## src/rtl/song_pkg.sv

```systemverilog
// Shared types and defaults for the song player: FSM states, bus widths, rest code.
// Latency: none. Backpressure: none.
package song_pkg;

    typedef enum logic [2:0] {
        IDLE,
        FETCH,
        LOAD,
        PLAY,
        GAP,
        DONE
    } player_state_t;

    localparam int SONG_ADDR_W = 5;
    localparam int SONG_NOTE_W = 16;
    localparam int NOTE_REST   = 0;

    function automatic int max_int(input int a, input int b);
        return (a > b) ? a : b;
    endfunction

endpackage

```

## src/rtl/song_player_tone_gen.sv

```systemverilog
// Half-period divider: toggles tone every half_period cycles while en is high.
// Latency: first toggle half_period cycles after en rises. Backpressure: none; en=0 clears and silences.
module tone_gen
    import song_pkg::*;
#(
    parameter int NOTE_W = SONG_NOTE_W
) (
    input  logic              clk,
    input  logic              rst_n,
    input  logic              en,
    input  logic [NOTE_W-1:0] half_period,
    output logic              tone
);

    logic [NOTE_W-1:0] half_cnt;

    always_ff @(posedge clk or negedge rst_n) begin
        if (!rst_n) begin
            half_cnt <= '0;
            tone     <= 1'b0;
        end else if (!en) begin
            half_cnt <= '0;
            tone     <= 1'b0;
        end else if (half_cnt == half_period - NOTE_W'(1)) begin
            half_cnt <= '0;
            tone     <= ~tone;
        end else begin
            half_cnt <= half_cnt + NOTE_W'(1);
        end
    end

endmodule

```

## src/rtl/song_player.sv

```systemverilog
// Steps a 1-cycle-latency song ROM, sounds each note for NOTE_TICKS then GAP_TICKS of silence.
// Latency: start -> first tone edge = 2 + note cycles. Backpressure: none; stop aborts at once.
// Build option SONG_PLAYER_LOOP_EN: end of song restarts from address 0 instead of entering DONE.
module song_player
    import song_pkg::*;
#(
    parameter int ADDR_W     = SONG_ADDR_W,
    parameter int NOTE_W     = SONG_NOTE_W,
    parameter int NOTE_TICKS = 12_500_000,
    parameter int GAP_TICKS  = 1_250_000
) (
    input  logic              clk,
    input  logic              rst_n,
    input  logic              start,
    input  logic              stop,
    output logic [ADDR_W-1:0] rom_addr,
    input  logic [NOTE_W-1:0] rom_note,
    output logic              tone,
    output logic              busy,
    output logic              done
);

    localparam int CNT_W = $clog2(max_int(NOTE_TICKS, GAP_TICKS) + 1);
    localparam logic [CNT_W-1:0]  NOTE_LAST = CNT_W'(NOTE_TICKS - 1);
    localparam logic [CNT_W-1:0]  GAP_LAST  = CNT_W'(GAP_TICKS - 1);
    localparam logic [ADDR_W-1:0] ADDR_LAST = '1;

    player_state_t     state;
    logic [CNT_W-1:0]  dur_cnt;
    logic [NOTE_W-1:0] note_q;
    logic              tone_en;

    // Drop enable on the last PLAY cycle (or on stop) so tone is already low
    // in the first GAP/IDLE cycle.
    assign tone_en = (state == PLAY) && (dur_cnt != NOTE_LAST) && !stop;

    tone_gen #(
        .NOTE_W(NOTE_W)
    ) u_tone_gen (
        .clk        (clk),
        .rst_n      (rst_n),
        .en         (tone_en),
        .half_period(note_q),
        .tone       (tone)
    );

    always_ff @(posedge clk or negedge rst_n) begin
        if (!rst_n) begin
            state    <= IDLE;
            rom_addr <= '0;
            dur_cnt  <= '0;
            note_q   <= '0;
            busy     <= 1'b0;
            done     <= 1'b0;
        end else if (stop) begin
            state    <= IDLE;
            rom_addr <= '0;
            dur_cnt  <= '0;
            note_q   <= '0;
            busy     <= 1'b0;
            done     <= 1'b0;
        end else begin
            case (state)
                IDLE, DONE: begin
                    if (start) begin
                        rom_addr <= '0;
                        done     <= 1'b0;
                        busy     <= 1'b1;
                        state    <= FETCH;
                    end
                end
                FETCH: state <= LOAD;
                LOAD: begin
                    dur_cnt <= '0;
                    if (rom_note == NOTE_W'(NOTE_REST)) begin
`ifdef SONG_PLAYER_LOOP_EN
                        if (rom_addr == '0) begin
                            busy  <= 1'b0;
                            state <= IDLE;
                        end else begin
                            rom_addr <= '0;
                            state    <= FETCH;
                        end
`else
                        busy  <= 1'b0;
                        done  <= 1'b1;
                        state <= DONE;
`endif
                    end else begin
                        note_q <= rom_note;
                        state  <= PLAY;
                    end
                end
                PLAY: begin
                    if (dur_cnt == NOTE_LAST) begin
                        dur_cnt <= '0;
                        state   <= GAP;
                    end else begin
                        dur_cnt <= dur_cnt + CNT_W'(1);
                    end
                end
                GAP: begin
                    if (dur_cnt == GAP_LAST) begin
                        dur_cnt  <= '0;
                        rom_addr <= rom_addr + ADDR_W'(1);
`ifdef SONG_PLAYER_LOOP_EN
                        state    <= FETCH;
`else
                        // Stepping past the last address ends the song; no replay.
                        if (rom_addr == ADDR_LAST) begin
                            busy  <= 1'b0;
                            done  <= 1'b1;
                            state <= DONE;
                        end else begin
                            state <= FETCH;
                        end
`endif
                    end else begin
                        dur_cnt <= dur_cnt + CNT_W'(1);
                    end
                end
                default: begin
                    busy  <= 1'b0;
                    state <= IDLE;
                end
            endcase
        end
    end

endmodule

```

## config.mk

```make
export PLATFORM = sky130hd
export DESIGN_NAME = song_player
export DESIGN_NICKNAME = d
export VERILOG_FILES = /design/src/rtl/song_pkg.sv /design/src/rtl/song_player_tone_gen.sv /design/src/rtl/song_player.sv
export SDC_FILE = /design/constraint.sdc
export NUM_CORES = 1
export LEC_CHECK = 0
export ABC_AREA = 1
export BUFFER_PORTS_ARGS = -buffer_cell sky130_fd_sc_hd__buf_2
export CAP_MARGIN = 20
export CORE_MARGIN = 2
export CORE_UTILIZATION = 40
export CTS_CLUSTER_SIZE = 30
export DETAILED_ROUTE_END_ITERATION = 6
export PLACE_DENSITY_LB_ADDON = 0.15
export SLEW_MARGIN = 25
export SYNTH_ARGS = -nofsm -noshare
export SYNTH_HDL_FRONTEND = slang
export SYNTH_HIERARCHICAL = 1
export SYNTH_SLANG_ARGS = --single-unit
```

## constraint.sdc

```tcl
create_clock -name clk -period 2.37 [get_ports clk]
set_input_delay 0.474 -clock clk [delete_from_list [all_inputs] [get_ports clk]]
set_output_delay 0.474 -clock clk [all_outputs]
set_load 0.01 [all_outputs]
```

==> results of run 1 <==
what timing repair did:
action,CTS,global route
gates resized for setup,0,1
setup buffers,0,0
endpoints found under the setup margin,0,13
path summary, 6_finish.rpt:
| path | endpoint | slack (ps) | cells past startpoint |
|---|---|---|---|
| min reg2reg | busy | 500 | 2 |
| max | u_tone_gen/half_cnt[15] | 230 | 11 |
| max reg2reg | u_tone_gen/half_cnt[15] | 230 | 11 |
| min in group clk | note_q[7] | 390 | 3 |
| max in group asynchronous | rom_addr[2] | 1710 | 2 |
| min | u_tone_gen/tone | 40 | 1 |
layer usage:
metal,vias to the layer above,GRT usage (%),share of wire [%]
li1,2418,-,-
met1,2179,29.2,49
met2,74,33.0,46
met3,22,3.28,2.7
met4,0,9.24,2.1
met5,-,0,0
cell families (layout without fill, tap and decap cells):
| logic type | Yosys count | in the layout |
|---|---|---|
| AO/OA/AOI/OAI | 70 | 70 |
| XOR/XNOR | 22 | 22 |
| AND/OR/NAND/NOR | 453 | 453 |
| adder cells (fa/ha/maj) | 5 | 5 |
| buffers and inverters | 123 | 159 |
| flip-flops | 67 | 67 |
stage by stage:
stage	area [um^2]	power [mW]	util, %
floorplan	4900	2.92	-
global placement	5190	3.30	43.2
detailed placement	5190	3.34	43.2
CTS	5510	4.84	45.9
global route	5520	5.22	45.9
finish	5520	4.82	45.9
registers in the layout, summed over array words and instances, names as in the netlist:
signal	flops
note_q	16
rom_addr	5
done	1
busy	1
u_tone_gen/tone	1
state	3
u_tone_gen/half_cnt	16
dur_cnt	24
power by group through the flow:
stage | logic [mW] | clock network, mW | registers, mW
after floorplan | 1.55 | 0 | 1.37
final | 1.95 | 1.48 | 1.39
after detailed placement | 1.93 | 0 | 1.41
after global placement | 1.90 | 0 | 1.40
after global routing | 2.25 | 1.56 | 1.41
after CTS | 1.94 | 1.51 | 1.39
placed cells by master (no fill, tap or decap), drive strengths merged, types with 6 or more instances in the layout:
| cell | n |
|---|---|
| a21oi | 23 |
| buf | 33 |
| clkbuf | 12 |
| dfrtp | 67 |
| inv | 110 |
| nand2 | 208 |
| nand3 | 84 |
| nand4 | 22 |
| nor2 | 121 |
| nor3 | 6 |
| o21ai | 36 |
| xnor2 | 10 |
| xor2 | 12 |
layout make-up:
class,instances,share of cell area [%]
sequential,67,30.4
clock buffer,12,4.47
clock inverter,4,1.34
inverter,110,7.48
timing repair buffer,33,3.49
multi-input combinational,550,49.5
tap,147,3.33
==> metrics.md, run 1 <==
| Metric | Value |
|---|---|
| Outcome | finished clean |
| Die height | 115 um |
| Largest cells by area after synthesis | dfrtp_1, nand2_1, nand3_1, inv_1, nor2_1 |
| CTS Hold Bufs | 0 |
| Register area share after synthesis | 34.2% |
| Max frequency | 0.467 GHz |
| CP max FO | 16 |
| Fill count | 1233 |
| Number of global-route vias before repair | 4525 |
| Routability cong. | 0.873 |
| Mean routed wirelength per cell | 13.9 um |
| FF/Latch Area | 1680 um^2 |
| Post-route insts no fill | 923 |
| Flops & latches, synth | 67 |
| Synth top area share | 34.2% |
| RSZ-0062 raised after global routing | false |
| Place WS | 197 ps |
| Initial Util | 40.8% |
| Root buf cell | clkbuf_16 |
| Highest cell delay on the worst timing path | 410 ps |
| CP top delay family | simple AND/OR/NAND/NOR gates |
| Tcrit/Tclk final | 90.3% |
| Final Slew Violations | 0 |
| Psw | 1.99 mW |
| LEAKAGE | 2.66 nW |
| Leading area contributor after synthesis | dfrtp_1 |
| Share of layout cells above drive strength 1 | 13.8% |
| Largest net degree at the start of global routing | 35 |
| Power density over cell area | 873 nW/um^2 |
| Top FF cell, synth | dfrtp_1 |
| Worst Path Class, Setup | flop to flop |
| GRT overflow | 0 |
| Simple-gate area share of the yosys netlist | 42.3% |
| CTS max path bufs | 2 |
| First-pass DRT Iterations | 5 |
| IO buf count | 27 |
| CP required | 2600 ps |
| Setup crit start | note_q[0] |
| Post-synth EDFFs | 0 |
| Fin Setup TNS | 0 ps |
| Clock-pin slew on the worst setup and hold paths | 60 ps |
| Worst Path Arrival | 2370 ps |
| Avg Inst Size Synth | 6.62 um^2 |
| Crit. End Element | flop |
| Crit path buffers/inverters | 1 |
| Count leader, synth | nand2_1 |
| Normalized max-slew margin | 62.4% |
| Synth cell count leaders | nand2_1, inv_1, nor2_1 |
| Cells after Synth | 740 |
| CP Launch Type | flop |
| Number of setup violations in the final report | 0 |
| Combinational family with the most area after synthesis | simple AND/OR/NAND/NOR gates |
| Total GRT Usage | 21.1% |
| Hold WC Path Type | input port to async pin |
| Synth cell types | 38 |
| # clock sinks | 67 |
| Post-synthesis mux area share | 0% |
| Placed cells | 907 |
| Clock Power Share | 30.6% |
| Clock latency on the worst-skew pair | 340 ps |
| Die area | 13200 um^2 |
| Post-synthesis compound-gate area fraction | 8.01% |
| Min Tclk post-route | 2140 ps |
| DRC | 0 |
| Multi-input logic area | 2730 um^2 |
| Antenna violations before repair | 0 |
| Share of synthesized registers carrying an async set or reset | 100% |
| Cell Chain, Critical Path | inv_1 > ha_1 > nand2_2 > nor2_4 > nand2_1 > nand2_1 > nand2_1 > nor3_1 > nand3_2 > nand2_8 > nor2_1 |
| Layout area overhead | 12.6% |
| Detailed Place HPWL | 9.65 mm |
| # nets final | 796 |
| Int Pwr | 2.82 mW |
| CTS Buf Count | 9 |
| Vias | 4693 |
| Total Wirelength | 12.8 mm |
| Crit-path slowest cell | dfrtp_1 |
| Post-Synth XOR/XNOR Area | 3.93% |
| Max_cap viols | 0 |
| Vias per inst | 5.08 |
| Syn. warnings | 6 |
| I/O pin count | 28 |
| Mapped Nets | 765 |
| Gate power share | 40.4% |
| # diodes | 0 |
| Post-synthesis cell area | 4900 um^2 |
| H-tree levels | 3 |
| WHS | 44.5 ps |
| Die X | 115 um |
| Worst Tran Pin Value | 563 ps |
| Sw frac | 41.4% |
| Sequential Power Share | 28.9% |
| Final worst slack | 230 ps |
| Critical Path Most Common Cell | nand2_1 |
| Post-route clock skew | 6.84 ps |
| Reg-to-Reg Start | note_q[0] |
| First-pass GRT wire length | 22.0 mm |
| TritonCTS clock tree | yes |
| Final hold vios | 0 |
| Antenna Nets Post-Route | 0 |
| Floorplan core area | 12000 um^2 |
| Drt initial violations | 307 |
| Peak supply drop | 0.000571 V |
| Adder-Cell Fraction of Synth Area | 1.28% |
| Standard-cell row count | 40 |
Power figures use the tool's default switching activity.
==> inputs of run 2 (changes only) <==
- SYNTH_HIERARCHICAL: 1 -> default
==> run 2 against run 1 <==
Net effect:
- setup slack worse by 20 ps
- clock power about the same
- routed wire length fell by 16%
- via count is 16% lower
- global-route usage is 1.5 points lower
- clock skew rose by 1.9 ps
- die area fell by 7.6%
- non-clock buffer count is 2 higher
- final cell count down 14%
- hold slack better by 56 ps
- critical endpoint is now u_tone_gen.half_cnt[14]
==> metrics.md, run 2 <==
| Metric | Value |
|---|---|
| LEAKAGE | 2.52 nW (was 2.66 nW) |
| Power density over cell area | 913 nW/um^2 (was 873 nW/um^2) |
| CP Launch Type | flop (unchanged) |
| Drt initial violations | 205 (was 307) |
| Normalized max-slew margin | 65.8% (was 62.4%) |
| Share of layout cells above drive strength 1 | 16.5% (was 13.8%) |
| Post-synthesis cell area | 4520 um^2 (was 4900 um^2) |
| CTS Buf Count | 9 (unchanged) |
| Die area | 12200 um^2 (was 13200 um^2) |
| Post-route clock skew | 8.76 ps (was 6.84 ps) |
| Register area share after synthesis | 37.1% (was 34.2%) |
| Largest net degree at the start of global routing | 25 (was 35) |
| # diodes | 0 (unchanged) |
| R2R Setup Slk | 210 ps (was 230 ps) |
| Detailed Place HPWL | 8.34 mm (was 9.65 mm) |
| Clock latency on the worst-skew pair | 340 ps (about the same) |
| # clock sinks | 67 (unchanged) |
| CP required | 2590 ps (was 2600 ps) |
| Antenna violations before repair | 0 (unchanged) |
| RSZ-0062 raised after global routing | false (unchanged) |
| Largest cells by area after synthesis | dfrtp_1, nand2_1, inv_1, nand3_1, nor2_1 (was dfrtp_1, nand2_1, nand3_1, inv_1, nor2_1) |
| Outcome | finished clean (unchanged) |
| Most frequent cells in the layout | nand2_1, inv_1, dfrtp_1 (was nand2_1, inv_1, nor2_1) |
| Syn. warnings | 0 (was 6) |
| Count leader, synth | nand2_1 (unchanged) |
| Fin Setup TNS | 0 ps (unchanged) |
| I/O pin count | 28 (unchanged) |
| Largest Register | dur_cnt (unchanged) |
| Final instance area | 5170 um^2 (was 5520 um^2) |
| Worst Tran Pin Value | 513 ps (was 563 ps) |
| Worst Path Arrival | 2380 ps (was 2370 ps) |
| Top FF cell, synth | dfrtp_1 (unchanged) |
| Vias per inst | 4.95 (was 5.08) |
| Die X | 110 um (was 115 um) |
| Final hold vios | 0 (unchanged) |
| Die height | 110 um (was 115 um) |
| Leading area contributor after synthesis | dfrtp_1 (unchanged) |
| Max_cap viols | 0 (unchanged) |
| Number of setup violations in the final report | 0 (unchanged) |
| Hold WC Path Type | input port to async pin (unchanged) |
| Crit. End Element | flop (unchanged) |
| Antenna Nets Post-Route | 0 (unchanged) |
| Final worst slack | 210 ps (was 230 ps) |
| Initial Util | 41.3% (was 40.8%) |
| Floorplan core area | 10900 um^2 (was 12000 um^2) |
| Worst Path Class, Setup | flop to flop (unchanged) |
| Min Tclk post-route | 2160 ps (was 2140 ps) |
| Top flop regs | dur_cnt (24), note_q (16), u_tone_gen.half_cnt (16) (was dur_cnt (24), note_q (16), u_tone_gen/half_cnt (16)) |
| Final Util | 47.3% (was 45.9%) |
| Post-CTS Repair Setup Buffers | 0 (unchanged) |
| First-pass DRT Iterations | 5 (unchanged) |
| Mapped Nets | 635 (was 765) |
| Synth top area share | 37.1% (was 34.2%) |
| Synth cell count leaders | nand2_1, inv_1, dfrtp_1 (was nand2_1, inv_1, nor2_1) |
| Tcrit/Tclk final | 91.1% (was 90.3%) |
| WHS | 100 ps (was 44.5 ps) |
| Cells after Synth | 610 (was 740) |
| Number of global-route vias before repair | 3828 (was 4525) |
| Standard-cell row count | 38 (was 40) |
| DRC | 0 (unchanged) |
| Commonest non-fill, non-tap cell in the layout | nand2_1 (unchanged) |
| Total GRT Usage | 19.7% (was 21.1%) |
| First-pass GRT wire length | 18.3 mm (was 22.0 mm) |
| Dpl cell area | 4840 um^2 (was 5190 um^2) |
| Synth cell types | 40 (was 38) |
| Flops & latches, synth | 67 (unchanged) |
| GRT overflow | 0 (unchanged) |
| CTS max path bufs | 2 (unchanged) |
| Total Wirelength | 10.8 mm (was 12.8 mm) |
| # nets final | 675 (was 796) |
| Layout area overhead | 14.5% (was 12.6%) |
| Root buf cell | clkbuf_16 (unchanged) |
| Max frequency | 0.463 GHz (was 0.467 GHz) |
| Post-synth EDFFs | 0 (unchanged) |
| Peak supply drop | 0.000417 V (was 0.000571 V) |
| Max reg flops | 24 (unchanged) |
| Share of synthesized registers carrying an async set or reset | 100% (unchanged) |
| TritonCTS clock tree | yes (unchanged) |
| H-tree levels | 3 (unchanged) |
| Routability cong. | 0.899 (was 0.873) |
| Place WS | 215 ps (was 197 ps) |
| Final Slew Violations | 0 (unchanged) |
| CP max FO | 16 (unchanged) |
| IO buf count | 27 (unchanged) |
| Clock-pin slew on the worst setup and hold paths | 60 ps (about the same) |
| Avg Inst Size Synth | 7.40 um^2 (was 6.62 um^2) |
| Mean routed wirelength per cell | 13.6 um (was 13.9 um) |
| Vias | 3935 (was 4693) |
## run 2: worst paths after layout
| kind | startpoint | endpoint | cells after the start |
|---|---|---|---|
| worst max-delay path | dur_cnt[0] | u_tone_gen.half_cnt[14] | 10 |
| worst min-delay path | rst_n | dur_cnt[1] | 1 |
| worst max register to register | dur_cnt[0] | u_tone_gen.half_cnt[14] | 10 |
| worst min register to register | done | done | 2 |
| max in group asynchronous | rst_n | note_q[11] | 2 |
| min in group clk | rom_note[10] | note_q[10] | 3 |
## run 2: per-stage QoR
stage	std cells	power (mW)
floorplan	610	2.84
global placement	779	3.23
detailed placement	779	3.25
CTS	795	4.76
global route	795	5.07
finish	795	4.73
## run 2: kinds of logic after synthesis
group	Yosys count	share of synthesized area, %
simple gates	336	37.9
buf+inv	111	9.70
flops	67	37.1
compound gates	54	6.51
xor+xnor	36	7.15
fa+ha+maj	5	1.39
mux	1	0.222
## run 2: layout make-up
class                           count  area, um^2
Fill cell                        1123        5760
Inverter                          105         394
Timing Repair Buffer               35         195
Clock inverter                      5        75.1
Multi-Input combinational cell    432        2400
Clock buffer                       11         253
Sequential cell                    67        1680
Tap cell                          140         175
## run 2: where the power goes
part | internal [mW] | total, mW | switching [mW]
Sequential | 1.24 | 1.37 | 0.125
Clock | 0.973 | 1.49 | 0.518
Combinational | 0.646 | 1.87 | 1.22
## run 2: what timing repair did
item                       4_1_cts  5_1_grt
setup endpoints to repair        0        1
resized for setup                0        1
hold endpoints to repair         0        0
hold buffers                     0        0
## run 2: per-layer routing
metal	track usage (%)	wire length [um]	up-vias
met5	0	0	-
met4	9.20	266	0
met3	3.53	347	21
met2	31.0	4910	75
met1	26.2	5280	1816
li1	-	-	2023
## run 2: critical path, cell delays in order (launching register included)
cell,delay (ps)
dfrtp_1,420
ha_1,210
nand2_1,80
nor2_2,140
inv_1,90
nor2_1,110
nand4_1,180
nand3_1,200
inv_1,170
nand2_4,340
nor2_1,90
==> inputs of run 3 (changes only) <==
- PLACE_DENSITY: default -> 0.62
- PLACE_DENSITY_LB_ADDON: 0.15 -> default
- SKIP_CTS_REPAIR_TIMING: default -> 1
==> run 3 against run 2 <==
Net effect:
- largest power group unchanged
- highest routed layer unchanged
- non-clock buffer count shrank 1
- clock-buffer cell count is 3 higher
- critical endpoint is now dur_cnt[20]
- largest cell class unchanged
- first-iteration DRC count rose by 44%
==> metrics.md, run 3 (same netlist as run 2, synthesis figures left out) <==
| Metric | Value |
|---|---|
| LEAKAGE | 2.51 nW (was 2.52 nW) |
| Routability cong. | 0.958 (was 0.899) |
| CP Launch Type | flop (unchanged) |
| Psw | 1.83 mW (was 1.86 mW) |
| Die height | 110 um (unchanged) |
| Clock-pin slew on the worst setup and hold paths | 50 ps (was 60 ps) |
| Placed cells | 778 (was 779) |
| Initial Util | 41.3% (unchanged) |
| Die X | 110 um (unchanged) |
| # nets final | 674 (was 675) |
| Final hold vios | 0 (unchanged) |
| Mean routed wirelength per cell | 13.6 um (about the same) |
| CP top delay family | simple AND/OR/NAND/NOR gates (unchanged) |
| Sw frac | 39.5% (was 39.4%) |
| Dpl cell area | 4850 um^2 (was 4840 um^2) |
| H-tree levels | 3 (unchanged) |
| TritonCTS clock tree | yes (unchanged) |
| Drt initial violations | 295 (was 205) |
| Setup crit start | dur_cnt[0] (unchanged) |
| Fin Setup TNS | 0 ps (unchanged) |
| Min Tclk post-route | 2110 ps (was 2160 ps) |
| Commonest non-fill, non-tap cell in the layout | nand2_1 (unchanged) |
| Sequential Power Share | 29.4% (was 29.0%) |
| Hold WC Path Type | input port to async pin (unchanged) |
| Share of layout cells above drive strength 1 | 16.2% (was 16.5%) |
| Number of global-route vias before repair | 3892 (was 3828) |
| Floorplan core area | 10900 um^2 (unchanged) |
| Clock Power Share | 30.1% (was 31.5%) |
| Detailed Place HPWL | 8.41 mm (was 8.34 mm) |
| Gate power share | 40.5% (was 39.5%) |
| Max reg flops | 24 (unchanged) |
| # diodes | 0 (unchanged) |
| DRC | 0 (unchanged) |
| CTS Buf Count | 9 (unchanged) |
| Worst Path Arrival | 2320 ps (was 2380 ps) |
| Final Util | 47.4% (was 47.3%) |
| Normalized max-slew margin | 59.3% (was 65.8%) |
| R2R Setup Slk | 260 ps (was 210 ps) |
| Standard-cell row count | 38 (unchanged) |
| Max_cap viols | 0 (unchanged) |
| Crit path buffers/inverters | 3 (was 2) |
| CTS max path bufs | 2 (unchanged) |
| Final Slew Violations | 0 (unchanged) |
| Reg-to-Reg Start | dur_cnt[0] (unchanged) |
| Peak supply drop | 0.000592 V (was 0.000417 V) |
| Crit. path cell count | 11 (was 10) |
| Top flop regs | dur_cnt (24), note_q (16), u_tone_gen.half_cnt (16) (unchanged) |
| FF-to-FF End | dur_cnt[20] (was u_tone_gen.half_cnt[14]) |
| Power density over cell area | 898 nW/um^2 (was 913 nW/um^2) |
| Post-route insts no fill | 793 (was 795) |
| First-pass DRT Iterations | 5 (unchanged) |
| Worst Path Class, Setup | flop to flop (unchanged) |
| Largest Register | dur_cnt (unchanged) |
| Outcome | finished clean (unchanged) |
| Crit. End Element | flop (unchanged) |
| Antenna Nets Post-Route | 0 (unchanged) |
| Antenna violations before repair | 0 (unchanged) |
| Vias | 3998 (was 3935) |
| I/O pin count | 28 (unchanged) |
| Post-route clock skew | 5.85 ps (was 8.76 ps) |
| Max frequency | 0.474 GHz (was 0.463 GHz) |
| Clock latency on the worst-skew pair | 340 ps (about the same) |
| Tcrit/Tclk final | 89.0% (was 91.1%) |
| Vias per inst | 5.04 (was 4.95) |
| Total Wirelength | 10.8 mm (about the same) |
| Layout area overhead | 14.7% (was 14.5%) |
| CP max FO | 12 (was 16) |
| Int Pwr | 2.81 mW (was 2.86 mW) |
| Number of setup violations in the final report | 0 (unchanged) |
| CP required | 2580 ps (was 2590 ps) |
| Cell Chain, Critical Path | ha_1 > nand2_1 > nor2_2 > inv_1 > nor2_1 > nand4_1 > nand3_2 > nand3_1 > buf_4 > inv_1 > nor3_1 (was ha_1 > nand2_1 > nor2_2 > inv_1 > nor2_1 > nand4_1 > nand3_1 > inv_1 > nand2_4 > nor2_1) |
| Root buf cell | clkbuf_16 (unchanged) |
| Worst Reg-to-Reg Cells | 11 (was 10) |
| Crit-path slowest cell | dfrtp_1 (unchanged) |
| Total GRT Usage | 19.7% (about the same) |
| GRT overflow | 0 (unchanged) |
| # clock sinks | 67 (unchanged) |
| Most frequent cells in the layout | nand2_1, inv_1, dfrtp_1 (unchanged) |
| Highest cell delay on the worst timing path | 440 ps (was 420 ps) |
| IO buf count | 27 (unchanged) |
| Final instance area | 5180 um^2 (was 5170 um^2) |
| Largest net degree at the start of global routing | 28 (was 25) |
| RSZ-0062 raised after global routing | false (unchanged) |
| Critical Path Most Common Cell | inv_1 |
| First-pass GRT wire length | 18.5 mm (was 18.3 mm) |
| Die area | 12200 um^2 (unchanged) |
| Worst Tran Pin Value | 611 ps (was 513 ps) |
==> run 3: how the worst max path moves through the flow <==
| stage | slack (ps) | end |
|---|---|---|
| global placement | 240 | u_tone_gen.half_cnt[14] |
| floorplan | 490 | u_tone_gen.half_cnt[10] |
| global route | 60 | state[0] |
| detailed placement | 220 | u_tone_gen.half_cnt[14] |
| finish | 260 | dur_cnt[20] |
| CTS | 200 | u_tone_gen.half_cnt[14] |
==> run 3: layout make-up <==
type,instances,area [um^2]
clock buffers,14,284
clock inverters,1,30.0
fillers,1116,5760
inverters,105,394
multi-input cells,432,2420
flip-flops and latches,67,1680
well taps,140,175
repair buffers,34,200
==> run 3: power by group through the flow <==
stage | logic [mW] | registers [mW] | clock network (mW)
floorplan | 1.47 | 1.37 | 0
global placement | 1.84 | 1.38 | 0
detailed placement | 1.88 | 1.38 | 0
CTS | 1.88 | 1.36 | 1.44
global route | 2.14 | 1.38 | 1.48
finish | 1.88 | 1.37 | 1.40
==> run 3: through the flow <==
step           total power [mW]  setup slack [ps]  hold WS (ps)
6_report                   4.65               260           140
3_3_place_gp               3.23               244           471
4_1_cts                    4.69               199           172
2_1_floorplan              2.84               488           178
5_1_grt                    5.00              58.0           207
3_5_place_dp               3.26               220           463
==> run 3: per-layer routing <==
| metal | vias to the layer above | global-route usage [%] | share of wire, % |
|---|---|---|---|
| li1 | 2031 | - | - |
| met1 | 1864 | 26.9 | 48 |
| met2 | 87 | 31.6 | 46 |
| met3 | 16 | 3.17 | 4.4 |
| met4 | 0 | 7.50 | 1.7 |
| met5 | - | 0 | 0 |
